--- config.mk ---
export PLATFORM = sky130hd
export DESIGN_NAME = thermocouple_responder
export DESIGN_NICKNAME = d
export VERILOG_FILES = /design/src/rtl/thermocouple_pkg.sv /design/src/rtl/sync_edge_detect.sv /design/src/rtl/thermocouple_responder.sv
export SDC_FILE = /design/constraint.sdc
export NUM_CORES = 1
export LEC_CHECK = 0
export CORE_UTILIZATION = 45
export DETAILED_ROUTE_END_ITERATION = 7
export PLACE_DENSITY = 0.67
export SYNTH_ARGS = -nofsm -noshare
export SYNTH_HDL_FRONTEND = slang
export SYNTH_HIERARCHICAL = 1
export SYNTH_SLANG_ARGS = --single-unit
--- constraint.sdc ---
create_clock -name clk -period 2.16 [get_ports clk]
set_input_delay 0.648 -clock clk [delete_from_list [all_inputs] [get_ports clk]]
set_output_delay 0.648 -clock clk [all_outputs]
set_load 0.1 [all_outputs]
--- src/rtl/thermocouple_pkg.sv ---
// Shared definitions for the thermocouple responder.
//   FRAME_W and the bit positions of the 32-bit read-out frame, the
//   serializer state enum, a debug snapshot struct and a frame packer.
package thermocouple_pkg;

  localparam int FRAME_W = 32;
  localparam int TC_W    = 14;
  localparam int JT_W    = 12;
  localparam int FLT_W   = 4;

  // Frame bit positions
  localparam int TC_LSB        = 18;  // [31:18] thermocouple temperature
  localparam int RSV_HI_BIT    = 17;  // always 0
  localparam int FAULT_ANY_BIT = 16;  // summary fault flag
  localparam int JT_LSB        = 4;   // [15:4] cold-junction temperature
  localparam int RSV_LO_BIT    = 3;   // always 0
  localparam int FLT_LSB       = 0;   // [2:0] SCV / SCG / OC

  typedef enum logic [1:0] {
    ST_IDLE  = 2'd0,
    ST_SHIFT = 2'd1,
    ST_TAIL  = 2'd2
  } ser_state_t;

  // Internal visibility for checkers: FSM state and synchronized pins.
  typedef struct packed {
    ser_state_t  state;
    logic [4:0]  bit_cnt;
    logic        cs_sync;
    logic        sck_sync;
    logic        sck_rise;
  } ser_dbg_t;

  function automatic logic [FRAME_W-1:0] pack_frame(
    input logic [TC_W-1:0]  tc,
    input logic [JT_W-1:0]  jt,
    input logic [FLT_W-1:0] flt
  );
    logic [FRAME_W-1:0] f;
    f                    = '0;
    f[TC_LSB +: TC_W]    = tc;
    f[RSV_HI_BIT]        = 1'b0;
    // Forced fault or any individual fault raises the summary flag.
    f[FAULT_ANY_BIT]     = |flt;
    f[JT_LSB +: JT_W]    = jt;
    f[RSV_LO_BIT]        = 1'b0;
    f[FLT_LSB +: 3]      = flt[2:0];
    return f;
  endfunction

endpackage

--- src/rtl/sync_edge_detect.sv ---
// Multi-flop synchronizer with rise/fall pulse outputs.
//   clk, rst_n : clock, asynchronous active-low reset
//   din        : asynchronous input pin
//   sync       : synchronized level (after STAGES flops)
//   rise, fall : one-cycle pulses on synchronized transitions
// IDLE_LEVEL is the level the chain resets to, so reset never fabricates an edge
// while the pin sits at its idle level.
module sync_edge_detect #(
  parameter int   STAGES     = 2,
  parameter logic IDLE_LEVEL = 1'b0
) (
  input  logic clk,
  input  logic rst_n,
  input  logic din,
  output logic sync,
  output logic rise,
  output logic fall
);

  logic [STAGES-1:0] chain;
  logic              prev;

  always_ff @(posedge clk or negedge rst_n) begin
    if (!rst_n) begin
      chain <= {STAGES{IDLE_LEVEL}};
      prev  <= IDLE_LEVEL;
    end else begin
      chain[0] <= din;
      for (int i = 1; i < STAGES; i++) begin
        chain[i] <= chain[i-1];
      end
      prev <= chain[STAGES-1];
    end
  end

  assign sync = chain[STAGES-1];
  assign rise = sync & ~prev;
  assign fall = ~sync & prev;

endmodule

--- src/rtl/thermocouple_responder.sv ---
// Thermocouple-to-digital converter emulator with an SPI mode-0 read-out.
//   clk, rst_n          : clock, asynchronous active-low reset
//   tc_temp_data[13:0]  : thermocouple temperature (0.25 C/LSB)
//   junction_temp_data  : cold-junction temperature (0.0625 C/LSB)
//   fault_bits[3:0]     : [3] forced, [2] SCV, [1] SCG, [0] OC
//   cs_n, sck           : SPI pins, asynchronous to clk
//   miso, miso_oe       : serial data out (MSB first) and its output enable
//   frame_done          : one-cycle pulse after a complete 32-bit frame
//   sample_valid        : a conversion has completed since reset
//   dbg                 : FSM state and synchronized pin snapshot
// Handshake: there is no valid/ready pair; a frame is a cs_n low window, bits
// change after each synchronized sck falling edge and frame_done marks that
// all 32 bits were shifted.
module thermocouple_responder
  import thermocouple_pkg::*;
#(
  parameter int CONV_CYCLES = 600,
  parameter int SYNC_STAGES = 2
) (
  input  logic              clk,
  input  logic              rst_n,
  input  logic [TC_W-1:0]   tc_temp_data,
  input  logic [JT_W-1:0]   junction_temp_data,
  input  logic [FLT_W-1:0]  fault_bits,
  input  logic              cs_n,
  input  logic              sck,
  output logic              miso,
  output logic              miso_oe,
  output logic              frame_done,
  output logic              sample_valid,
  output ser_dbg_t          dbg
);

  localparam int                CNT_W    = (CONV_CYCLES > 1) ? $clog2(CONV_CYCLES) : 1;
  localparam logic [CNT_W-1:0]  CNT_LAST = CNT_W'(CONV_CYCLES - 1);

  logic cs_sync, cs_rise, cs_fall;
  logic sck_sync, sck_rise, sck_fall;

  sync_edge_detect #(.STAGES(SYNC_STAGES), .IDLE_LEVEL(1'b1)) u_cs_sync (
    .clk  (clk),
    .rst_n(rst_n),
    .din  (cs_n),
    .sync (cs_sync),
    .rise (cs_rise),
    .fall (cs_fall)
  );

  sync_edge_detect #(.STAGES(SYNC_STAGES), .IDLE_LEVEL(1'b0)) u_sck_sync (
    .clk  (clk),
    .rst_n(rst_n),
    .din  (sck),
    .sync (sck_sync),
    .rise (sck_rise),
    .fall (sck_fall)
  );

  // Conversion emulation: runs only while deselected so a frame in flight
  // always sees a stable sample register.
  logic [CNT_W-1:0]   conv_cnt;
  logic [FRAME_W-1:0] sample;

  always_ff @(posedge clk or negedge rst_n) begin
    if (!rst_n) begin
      conv_cnt     <= '0;
      sample       <= '0;
      sample_valid <= 1'b0;
    end else if (cs_sync) begin
      if (conv_cnt == CNT_LAST) begin
        conv_cnt     <= '0;
        sample       <= pack_frame(tc_temp_data, junction_temp_data, fault_bits);
        sample_valid <= 1'b1;
      end else begin
        conv_cnt <= conv_cnt + CNT_W'(1);
      end
    end
  end

  // Serializer FSM
  ser_state_t         state, state_next;
  logic [FRAME_W-1:0] shift_reg;
  logic [4:0]         bit_cnt;

  always_ff @(posedge clk or negedge rst_n) begin
    if (!rst_n) state <= ST_IDLE;
    else        state <= state_next;
  end

  always_comb begin
    state_next = state;
    case (state)
      ST_IDLE:  if (cs_fall) state_next = ST_SHIFT;
      // Deselect before bit 0 is consumed is an abort: straight back to idle.
      ST_SHIFT: if (cs_rise)                        state_next = ST_IDLE;
                else if (sck_fall && bit_cnt == '0) state_next = ST_TAIL;
      ST_TAIL:  if (cs_rise) state_next = ST_IDLE;
      default:  state_next = ST_IDLE;
    endcase
  end

  // Datapath. A load can only happen from IDLE, where sck edges are ignored,
  // so a coincident sck falling edge never shifts the freshly loaded word.
  always_ff @(posedge clk or negedge rst_n) begin
    if (!rst_n) begin
      shift_reg  <= '0;
      bit_cnt    <= '0;
      frame_done <= 1'b0;
    end else begin
      frame_done <= (state == ST_SHIFT) && (state_next == ST_TAIL);
      if (state == ST_IDLE && cs_fall) begin
        shift_reg <= sample;
        bit_cnt   <= 5'd31;
      end else if (state == ST_SHIFT && !cs_rise && sck_fall && bit_cnt != '0) begin
        shift_reg <= shift_reg << 1;
        bit_cnt   <= bit_cnt - 5'd1;
      end
    end
  end

  always_comb begin
    miso    = 1'b0;
    miso_oe = ~cs_sync;
    if (state == ST_SHIFT) miso = shift_reg[FRAME_W-1];
  end

  always_comb begin
    dbg.state    = state;
    dbg.bit_cnt  = bit_cnt;
    dbg.cs_sync  = cs_sync;
    dbg.sck_sync = sck_sync;
    dbg.sck_rise = sck_rise;
  end

endmodule

==> results of run 1 <==
-- synth_stat cells, drive strengths merged (2+ instances only) --
cell     number
xor2          3
o21ai        10
nand3        40
dfrtp        84
clkbuf       18
nand4         2
nand2        65
ha            3
nor3          3
dfstp         3
o2bb2ai       2
mux2         30
and2b         2
o211ai       30
a21oi         4
buf           9
nor2          7
o311ai        2
nand4b        2
inv           7
or4           4
nor2b         2
nand2b        2
xnor2         2
-- cell usage in the layout, fill, tap and decap left out, types with 3 or more instances in the layout --
cell and instances:
a21oi_1 4, buf_12 16, buf_4 22, clkbuf_8 9
clkdlybuf4s50_1 32, clkinvlp_4 4, dfrtp_1 80, dfrtp_2 3
dfstp_2 3, ha_1 3, inv_1 6, mux2_4 28
nand2_1 65, nand3_1 40, nor2_1 6, nor3_1 3
o211ai_1 30, o21ai_0 10, or4_1 3, xor2_1 3
-- power breakdown --
group | switching (W) | internal (W)
clock | 0.000591 | 0.000541
sequential | 0.000201 | 0.00193
combinational | 0.000551 | 0.000481
-- worst min path at each step --
stage                   startpoint                   to  slack [ns]  depth (start not counted)
2_1_floorplan  u_sck_sync/chain[0]  u_sck_sync/chain[1]        0.33                          0
3_3_place_gp   u_sck_sync/chain[0]  u_sck_sync/chain[1]        0.34                          0
3_5_place_dp   u_sck_sync/chain[0]  u_sck_sync/chain[1]        0.34                          0
4_1_cts                      rst_n          conv_cnt[2]        0.24                          1
5_1_grt                      rst_n          conv_cnt[2]        0.25                          1
6_report                     rst_n           sample[28]        0.24                          1
-- logic make-up after synthesis --
family / Yosys count
simple gates: 139
flops: 87
compound gates: 54
buf+inv: 34
mux: 31
xor+xnor: 5
fa+ha+maj: 3
-- timing repair --
action / in CTS / in global routing
setup endpoints to repair: 56 / 2
resized for setup: 2 / 0
pin swaps: 1 / 0
buffers inserted: 0 / 3
cloned: 2 / 0
-- through the flow --
stage / std cells / hold slack [ns]
CTS: 516 / 0.2438
global placement: 498 / 0.3371
floorplan: 353 / 0.3312
finish: 519 / 0.2366
global route: 519 / 0.2544
detailed placement: 498 / 0.3362
-- layer usage --
metal | global-route usage [%] | vias to the layer above
li1 | - | 1354
met1 | 27.81 | 1395
met2 | 28.69 | 71
met3 | 4.344 | 16
met4 | 6.965 | 0
met5 | 0 | -
-- final cells by class --
type | instances | area, um^2
Sequential cell | 87 | 2188
Clock buffer | 10 | 127.6
Timing Repair Buffer | 71 | 838.3
Fill cell | 698 | 3354
Clock inverter | 6 | 70.07
Multi-Input combinational cell | 233 | 1642
Tap cell | 105 | 131.4
Inverter | 7 | 30.03
==> impl_metrics.tcl, run 1 <==
set metrics [dict create \
    outcome "completed" \
    cp-startpoint "conv_cnt[7]" \
    hpwl_mm 4.938 \
    r2r-end "sample[30]" \
    critPathMaxStageDelay_ns 0.59 \
    grt_pass1_vias 2709 \
    clock_sinks 87 \
    ios 48 \
    syn-num-nets 390 \
    wl_met2_mm 3.644 \
    crit_slowest_cell "or4_4" \
    synth-edff-count 0 \
    drt-total-wl_mm 8.053 \
    maxClockFrequency_mhz 471.0 \
    r2r_start "conv_cnt[7]" \
    drt_pass1_iterations 4 \
    worstPathArrival_ns 2.36 \
    peakVddDrop_mv 0.3159 \
    synth_simple_gate_area_share_pct 17.00 \
    dieArea_um2 9177 \
    htreeDepth 3 \
    synth_seq_cells 87 \
    grt_pass1_wl_mm 13.39 \
    cp-start-kind "flop" \
    cp_top_family "simple AND/OR/NAND/NOR gates" \
    synth_xor_area_share_pct 1.106 \
    drt_iter0_drc 184 \
    numCtsBuffers 9 \
    place_congestion 0.8172 \
    cts_root_buf "clkbuf_8" \
    drive_gt1_share_pct 24.88 \
    vias_per_cell 5.464 \
    grt_usage_pct 19.34 \
    cp.required_ns 2.40 \
    wl_per_cell_um 15.52 \
    clockBufferDepth 2 \
    post-route-util_pct 59.98 \
    yosysTopAreaCell "dfrtp_1" \
    ys_seq_area_share_pct 55.09 \
    p_total_w 0.004290 \
    largest_register_ffs 32 \
    crit_cells 4 \
    core_um2 8382 \
    synthCells 353 \
    ys_async_sr_fraction_pct 100.0 \
    pre_cts_slack_ns -0.06631 \
    synth_cell_type_count 47 \
    die_y_um 95.80 \
    finClkSkew_ns 0.01204 \
    path_cells "or3_1 > or4_4 > bufbuf_16 > mux2_4" \
    synth_top_cells_by_area "dfrtp_1 (53%), mux2_4 (11%), nand2_1 (6.2%)" \
    worst-slew-pin-transition_ns 1.101 \
    yosys_warnings 6 \
    grt_start_max_net_pins 36 \
    num_rows 33 \
    synth.avg_cell_area_um2 11.21 \
    clk_pin_slew_ns 0.08 \
    crit_buf_inv 1 \
    synth_top_family_by_area "simple AND/OR/NAND/NOR gates" \
    antenna_left 0 \
    fin_nets 446 \
    die_w_um 95.80 \
    slew_headroom_pct 25.51 \
    synthesis.area_um2 3959 \
    cp_max_fo 16 \
    setup_viol 0 \
    ff2ff_path_depth 4 \
    postPlaceCellArea_um2 4751 \
    hold_buffers 0 \
    period_needed_ns 2.123 \
    slew_viol_final 0 \
    antennaDiodeCount 0 \
    p_per_area_nw_per_um2 853.4 \
    final_area_um2 5027 \
    grt_antenna_before_repair 0 \
    syn2layout_area_growth_pct 26.99 \
    route.met3.wl_um 395 \
    fin_crit_sh_pct 98.28 \
    synth_top_area_share_pct 53.10 \
    crit_end "sample[30]" \
    clk_latency_ns 0.35 \
    fin_setup_tns_ns 0 \
    gr-total-overflow 0 \
    synth_mux_area_share_pct 11.44 \
    power.leakage_nw 2.213 \
    portBuffers 47 \
    via_count 2836 \
    cts_tree "done" \
    hp-class "in2async" \
    maxCapViolCount 0 \
    path_class "reg2reg" \
    rsz0062_at_grt "false" \
    worst_slack_ns 0.03708 \
    endpoint_kind "flop" \
    wl_met1_mm 3.854 \
    synth_ff_type "dfrtp_1" \
    synth_adder_area_share_pct 0.9482 \
    synth_compound_area_share_pct 9.576 \
    rrSetupSlack_ns 0.04 \
    hold_viol 0 \
    start_util_pct 47.23 \
    drc 0 \
    top_layer "met4" \
]
Note: power is estimated with default switching activity, not from simulation.
==> run 2: changes to the inputs <==
SKIP_LAST_GASP = 1   (was not set)
==> results of run 2 <==
Final layout, timing and power as in run 1 (identical DEF).
==> run 3: changes to the inputs <==
CTS_CLUSTER_SIZE = 20   (was not set)
PLACE_DENSITY = 0.7   (was 0.67)
==> run 3 against run 2 <==
Global-route usage rose by 1.1 points. Die area did not move. Largest cell class unchanged. Sequential share of layout area rose by 0.076 points. Highest routed layer unchanged. Clock power rose by 7%. First-iteration DRC count rose by 10%. Hold slack got worse by 0.018 ns. Sequential power barely moved.
==> impl_metrics.tcl, run 3 (same netlist as run 1, synthesis figures left out) <==
set metrics [dict create \
    drt-total-wl_mm 8.130 \
    hold_slack_ns 0.2190 \
    ios 48 \
    fin_crit_sh_pct 95.36 \
    drive_gt1_share_pct 24.02 \
    portBuffers 47 \
    rsz0062_at_grt "false" \
    drt_iter0_drc 203 \
    syn2layout_area_growth_pct 26.77 \
    seq_area_um2 2188 \
    hpwl_mm 5.135 \
    worstPathArrival_ns 1.41 \
    drt_pass1_iterations 4 \
    antenna_left 0 \
    period_needed_ns 2.060 \
    finalNonFillerCells 513 \
    dieArea_um2 9177 \
    p_per_area_nw_per_um2 868.5 \
    final_common_cell "dfrtp_1" \
    fin_nets 440 \
    start_util_pct 47.23 \
    antennaDiodeCount 0 \
    worst-slew-pin-transition_ns 0.8770 \
    num_rows 33 \
    grt_usage_pct 20.40 \
    gr-total-overflow 0 \
    largest_register_ffs 32 \
    hp-class "in2async" \
    cts_tree "done" \
    htreeDepth 3 \
    clk_latency_ns 0.36 \
    multi_input_area_um2 1625 \
    outcome "completed" \
    final_cell_mix "dfrtp_1 (80), nand2_1 (65), nand3_1 (40), clkdlybuf4s50_1 (32), o211ai_1 (30)" \
    cp_top_family "flip-flops" \
    cp_max_fo 4 \
    vias_per_cell 5.499 \
    path_class "reg2out" \
    drc 0 \
    crit_buf_inv 3 \
    hold_buffers 0 \
    cp-start-kind "flop" \
    peakVddDrop_mv 0.4209 \
    slew_viol_final 0 \
    path_cells "clkinvlp_4 > buf_4 > buf_12" \
    crit_slowest_cell "dfstp_2" \
    clockBufferDepth 2 \
    numCtsBuffers 9 \
    dp_cells 496 \
    die_w_um 95.80 \
    setup_viol 0 \
    clk_pin_slew_ns 0.09 \
    endpoint_kind "output port" \
    wl_per_cell_um 15.85 \
    clock_sinks 87 \
    hold_viol 0 \
    fillCellCount 687 \
    via_count 2821 \
    cp.required_ns 1.51 \
    grt_pass1_wl_mm 14.11 \
    maxCapViolCount 0 \
    critPathMaxStageDelay_ns 0.61 \
    power.leakage_nw 2.213 \
    grt_antenna_before_repair 0 \
    maxClockFrequency_mhz 485.5 \
    place_congestion 0.7593 \
    grt_pass1_vias 2866 \
    finClkSkew_ns 0.01394 \
    die_y_um 95.80 \
    cts_root_buf "clkbuf_8" \
    core_um2 8382 \
    slew_headroom_pct 41.45 \
    grt_start_max_net_pins 36 \
]
[run 3: what timing repair did]
item                                    4_1_cts  5_1_grt
pin swaps                                     0        1
endpoints found under the setup margin       56       22
gates resized for setup                       2        1
endpoints found under the hold margin         0        0
setup buffers                                 0        0
gates cloned                                  1        0
[run 3: routing by layer]
layer	GRT usage, %	vias to the layer above	routed length [um]
met5	0	-	0
met4	9.577	0	185
met3	2.449	12	315
met2	32.14	69	3930
met1	28.21	1391	3700
li1	-	1349	-
[run 3: per-stage QoR]
step	worst slack, ns	area [um^2]	total power, W	setup TNS, ns	util (%)
after floorplan	-0.2030	3981	0.002748	-5.927	-
after detailed placement	-0.04339	4761	0.003182	-0.7192	56.80
after CTS	0.009996	5015	0.004394	0	59.83
after global placement	0.02221	4761	0.003131	0	56.80
after global routing	0.001944	5019	0.004609	0	59.87
final	0.1001	5019	0.004359	0	59.87
[run 3: worst paths after layout]
check	start	end	slack [ns]	cells past startpoint
worst max-delay path	u_cs_sync/chain[1]	miso_oe	0.10	3
worst min-delay path	rst_n	conv_cnt[2]	0.22	1
worst max register to register	u_cs_sync/chain[1]	sample[28]	0.11	4
worst min register to register	u_sck_sync/chain[0]	u_sck_sync/chain[1]	0.36	0
max in group asynchronous	rst_n	shift_reg[26]	1.44	2
min in group clk	u_sck_sync/chain[0]	u_sck_sync/chain[1]	0.36	0
[run 3: area by class of cell]
| type | count | share of cell area, % |
|---|---|---|
| flip-flops and latches | 87 | 43.61 |
| multi-input cells | 232 | 32.39 |
| repair buffers | 66 | 16.53 |
| clock buffers | 10 | 2.742 |
| well taps | 105 | 2.618 |
| clock inverters | 6 | 1.521 |
| inverters | 7 | 0.5984 |
[run 3: power breakdown]
group	internal, W	total (W)	switching [W]
Clock	0.000584	0.00121	0.000622
Combinational	0.000472	0.00102	0.000546
Sequential	0.00193	0.00213	0.000208
Total	0.00298	0.00436	0.00138
